[config.mk]
export PLATFORM = sky130hd
export DESIGN_NAME = if_id_buffer
export DESIGN_NICKNAME = d
export VERILOG_FILES = /design/src/rtl/if_id_buffer.sv
export SDC_FILE = /design/constraint.sdc
export NUM_CORES = 1
export LEC_CHECK = 0
export ABC_AREA = 0
export BUFFER_PORTS_ARGS = -buffer_cell sky130_fd_sc_hd__buf_2
export CORE_ASPECT_RATIO = 1.25
export CORE_MARGIN = 2
export CORE_UTILIZATION = 45
export CTS_CLUSTER_DIAMETER = 200
export DETAILED_ROUTE_END_ITERATION = 7
export HOLD_SLACK_MARGIN = 0.06
export PLACE_DENSITY = 0.66
export SYNTH_ARGS = -nofsm -noshare
export SYNTH_HDL_FRONTEND = slang
export SYNTH_SLANG_ARGS = --single-unit
[constraint.sdc]
create_clock -name clk -period 43.6 [get_ports clk]
set_clock_uncertainty 0.05 [all_clocks]
set_input_delay 13.08 -clock clk [delete_from_list [all_inputs] [get_ports clk]]
set_output_delay 13.08 -clock clk [all_outputs]
set_load 0.005 [all_outputs]
[src/rtl/if_id_buffer.sv]
// Fetch-to-decode skid FIFO: buffers fetch bundles, presents the head entry
// first-word-fall-through, and stalls fetch when full or after a halt is taken.
module if_id_buffer #(
  parameter int          DEPTH     = 2,
  parameter logic [31:0] NOP_INSTR = 32'h0000_0013
) (
  input  logic                     clk,
  input  logic                     rst,
  input  logic                     valid_in_id,
  input  logic [31:0]              pc_in_id,
  input  logic [31:0]              pc4_in_id,
  input  logic [31:0]              instr_in_id,
  input  logic                     halt_in_id,
  input  logic                     flush_in_id,
  input  logic                     ready_in_id,
  output logic                     valid_out_id,
  output logic [31:0]              pc_out_id,
  output logic [31:0]              pc4_out_id,
  output logic [31:0]              instr_out_id,
  output logic                     halt_out_id,
  output logic                     stall_out_id,
  output logic [$clog2(DEPTH):0]   count_out_id
);

  localparam int PW = $clog2(DEPTH);
  localparam int CW = PW + 1;

  logic [PW-1:0] head;
  logic [PW-1:0] tail;
  logic [CW-1:0] count;
  logic          halted;

  logic [31:0]   pc_mem    [DEPTH];
  logic [31:0]   pc4_mem   [DEPTH];
  logic [31:0]   instr_mem [DEPTH];
  logic          halt_mem  [DEPTH];

  logic empty;
  logic full;
  logic push;
  logic pop;

  assign empty = (count == '0);
  assign full  = (count == CW'(DEPTH));

  // Stall depends only on registered state, so a same-cycle pop cannot
  // release fetch; fetch simply re-presents its bundle next cycle.
  assign stall_out_id = full | halted;

  assign push = valid_in_id & ~stall_out_id & ~flush_in_id;
  assign pop  = ~empty & ready_in_id & ~flush_in_id;

  always_ff @(posedge clk) begin
    if (rst || flush_in_id) begin
      head   <= '0;
      tail   <= '0;
      count  <= '0;
      halted <= 1'b0;
    end else begin
      if (push) tail <= tail + PW'(1);
      if (pop)  head <= head + PW'(1);
      case ({push, pop})
        2'b10:   count <= count + CW'(1);
        2'b01:   count <= count - CW'(1);
        default: count <= count;
      endcase
      if (push && halt_in_id) halted <= 1'b1;
    end
  end

  // Storage is never visible while empty, so it carries no reset.
  always_ff @(posedge clk) begin
    if (push && !rst) begin
      pc_mem[tail]    <= pc_in_id;
      pc4_mem[tail]   <= pc4_in_id;
      instr_mem[tail] <= instr_in_id;
      halt_mem[tail]  <= halt_in_id;
    end
  end

  always_comb begin
    valid_out_id = 1'b0;
    pc_out_id    = 32'h0;
    pc4_out_id   = 32'h0;
    instr_out_id = NOP_INSTR;
    halt_out_id  = 1'b0;
    if (!empty) begin
      valid_out_id = 1'b1;
      pc_out_id    = pc_mem[head];
      pc4_out_id   = pc4_mem[head];
      instr_out_id = instr_mem[head];
      halt_out_id  = halt_mem[head];
    end
  end

  assign count_out_id = count;

endmodule
==> flow_summary_export.csv <==
group,metric,value,unit
route,drt_iter0_drc,243,
min_path,holdPathStages,1,
global_route,antenna_found_initial,1,
die,core_area,16600,um^2
synthesis,synth_area,7570,um^2
placed_design,gp_congestion,0.752,
die,rows,53,
critical_path,r2r_cells,4,
clock_network,clk_pin_slew,70,ps
route,post_drt_wl_per_cell,15.9,um
min_path,hp-start,"halted$_SDFFE_PP0P_",
timing,clock.fmax,63.1,MHz
timing,fin_crit,15860,ps
die,die_w,120,um
critical_path,r2r-end,"pc_mem[1][18]$_DFFE_PP_",
clock_network,cts_setup_buffers,0,
timing,tns,0,ps
clock_network,clk_latency,420,ps
synthesis,netlist_instances,443,
route,vias,4265,
synthesis,synth_top_area_share,76.9,%
route,viasPerCell,4.84,
global_route,grt_pass1_vias,4267,
final_layout,seq_area,5950,um^2
power,p_per_area,41.2,nW/um^2
critical_path,slowest_delay,910,ps
synthesis,synth_seq_cells,200,
timing,drv_slew,0,
timing,rsz0062_at_grt,"false",
synthesis,avgSynthCellArea,17.1,um^2
synthesis,synth_seq_area_share,78.5,%
power,p_total,0.000387,W
placed_design,hpwl,9110,um
critical_path,path_buf_inv,2,
timing,tightestPinTransition,865,ps
die,pin_count,203,
route,drc,0,
clock_network,cts_buffer_depth,2,
global_route,overflow,0,
critical_path,cp.required,30470,ps
job,drv_cap,0,
final_layout,drive_above_1_share,37.4,%
power,vdd_ir_drop_max,0.0000278,V
timing,finalCritPeriodShare,36.4,%
min_path,min_path_type,"reg2reg",
timing,relSlewSlack,42.3,%
timing,hold_violations,0,
timing,setup_viol,0,
placed_design,io_buffers,202,
power,p_leak,3.46,nW
clock_network,cts_resized,0,
route,drt-total-wl,14000,um
critical_path,worstPathMaxFanout,49,
critical_path,slowest_stage,"dfxtp_4",
synthesis,netlist_top_cells_area,"edfxtp_1 77%, mux2i_1 13%, nor2_1 5.0%",
clock_network,htreeDepth,4,
die,die-area,17900,um^2
critical_path,crit_path_end_kind,"output port",
clock_network,cts.sinks,200,
critical_path,path_delay_family,"buffers and inverters",
synthesis,synth_top_cell_by_area,"edfxtp_1",
synthesis,ys_types,23,
status,outcome,"finished, final reports clean",
critical_path,critPathArrivalTime,2730,ps
min_path,min_delay_worst_endpoint,"halted$_SDFFE_PP0P_",
clock_network,root_buffer,"clkbuf_16",
final_layout,fill_cells,1366,
synthesis,yosysWarnings,0,
clock_network,cts_tree,"built",
clock_network,ctsHoldBuffers,0,
critical_path,crit_path_cell_trace,"buf_4, mux2i_1, nor2_1, buf_2",
global_route,grt_pass1_wl,21400,um
critical_path,worstSetupPathType,"reg2out",
critical_path,start_kind,"register",
global_route,globalRouteTotalUtil,15.9,%
global_route,grt_max_degree,62,
final_layout,syn2layout_area_growth,24.1,%
route,ant_nets,0,
die,die_y,149,um
synthesis,syn_nets,546,
route,dr.pass1.iters,4,
final_layout,multi_input_area,1530,um^2
clock_network,cts_buffers,17,
critical_path,reg2reg_slack,40800,ps
die,start_util,45.5,%
critical_path,reg2reg_from,"count_out_id[0]$_SDFFE_PP0P_",
final_layout,final_nets,751,
==> worst reg2reg max path: stages (launching register included) <==
cell,delay [ps]
dfxtp_1,470
and2b_2,320
nor4b_2,300
buf_4,550
buf_4,710
==> layout make-up <==
type,instances,area share [%]
diodes,1,0.0266
inverters,1,0.0399
multi-input cells,220,16.2
flip-flops and latches,200,63.3
repair buffers,208,11.2
well taps,220,2.93
clock inverters,15,1.74
clock buffers,17,4.52
==> power breakdown <==
part	internal (W)	total, W	switching [W]
registers	0.000215	0.000216	0.00000119
logic	0.00000749	0.0000169	0.00000939
clock network	0.0000858	0.000155	0.0000688
total	0.000308	0.000387	0.0000794
==> synth_stat cells <==
master / number
a21oi_1: 1
and2b_2: 1
buf_2: 13
buf_4: 4
clkbuf_1: 5
dfxtp_1: 6
edfxtp_1: 194
ha_1: 1
inv_1: 1
mux2i_1: 97
nand2_1: 4
nand2b_1: 2
nor2_1: 101
nor4_4: 1
nor4b_1: 1
o211ai_1: 1
o21a_1: 1
o21ai_0: 2
or2_2: 2
or3_1: 1
or3_2: 1
xnor2_1: 1
xor2_1: 2
==> cells by family after synthesis <==
group / Yosys count / synth area share [%]
flops: 200 / 78.5
simple gates: 114 / 6.23
mux: 97 / 12.8
buf+inv: 23 / 1.55
compound gates: 5 / 0.396
xor+xnor: 3 / 0.347
fa+ha+maj: 1 / 0.165
==> stage by stage <==
stage	hold WS, ps	util [%]	cells	setup WS [ps]	instance area (um^2)
finish	433	56.5	882	27740	9400
detailed placement	418	52.9	849	28040	8810
CTS	435	56.5	881	27650	9400
floorplan	396	-	443	19230	7570
global route	462	56.5	882	27560	9400
global placement	410	52.9	849	28090	8810
==> per-layer routing <==
layer / wire, um / GRT usage (%) / vias up
met1: 5730 / 18.4 / 2046
met3: 1020 / 5.31 / 21
li1: - / - / 2052
met2: 6970 / 27.1 / 146
met5: 0 / 0 / -
met4: 301 / 6.71 / 0
==> worst max path at each step <==
stage	from	endpoint	slack (ps)	cells after the start
6_report	register	pc_out_id[0]	27740	4
5_1_grt	register	pc_out_id[18]	27560	4
4_1_cts	register	instr_out_id[4]	27650	4
3_5_place_dp	flush_in_id	pc_mem[1][29]$_DFFE_PP_	28040	5
3_3_place_gp	flush_in_id	pc_mem[1][27]$_DFFE_PP_	28090	5
2_1_floorplan	flush_in_id	halt_mem[1]$_DFFE_PP_	19230	3
==> flip-flops by register name, summed over array words and instances (netlist names), named ones only <==
| register | count |
|---|---|
| instr_mem | 64 |
| pc4_mem | 64 |
| pc_mem | 64 |
| count_out_id | 2 |
| halt_mem | 2 |
| halted | 1 |
| head | 1 |
| tail | 1 |
==> layout by cell type, fill, tap and decap left out <==
cell type | netlist | layout
nor4_4 | 1 | 1
dfxtp_4 | 0 | 1
nor4b_2 | 0 | 1
clkinv_1 | 0 | 1
or3_2 | 1 | 1
inv_6 | 0 | 6
and2b_2 | 1 | 1
clkinvlp_4 | 0 | 3
mux2i_1 | 97 | 97
nor2_1 | 101 | 100
nand2_1 | 4 | 4
xnor2_1 | 1 | 1
dfxtp_1 | 6 | 5
a21oi_1 | 1 | 1
nand2b_1 | 2 | 2
o21a_1 | 1 | 1
nor2_4 | 0 | 1
bufinv_16 | 0 | 2
buf_4 | 4 | 6
o211ai_1 | 1 | 1
or2_2 | 2 | 2
inv_8 | 0 | 1
diode_2 | 0 | 1
buf_2 | 13 | 202
o21ai_0 | 2 | 2
or3_1 | 1 | 1
inv_1 | 1 | 1
edfxtp_1 | 194 | 194
clkbuf_16 | 0 | 17
xor2_1 | 2 | 2
clkinv_4 | 0 | 1
clkinv_2 | 0 | 1
ha_1 | 1 | 1
Note: power is estimated with default switching activity, not from simulation.
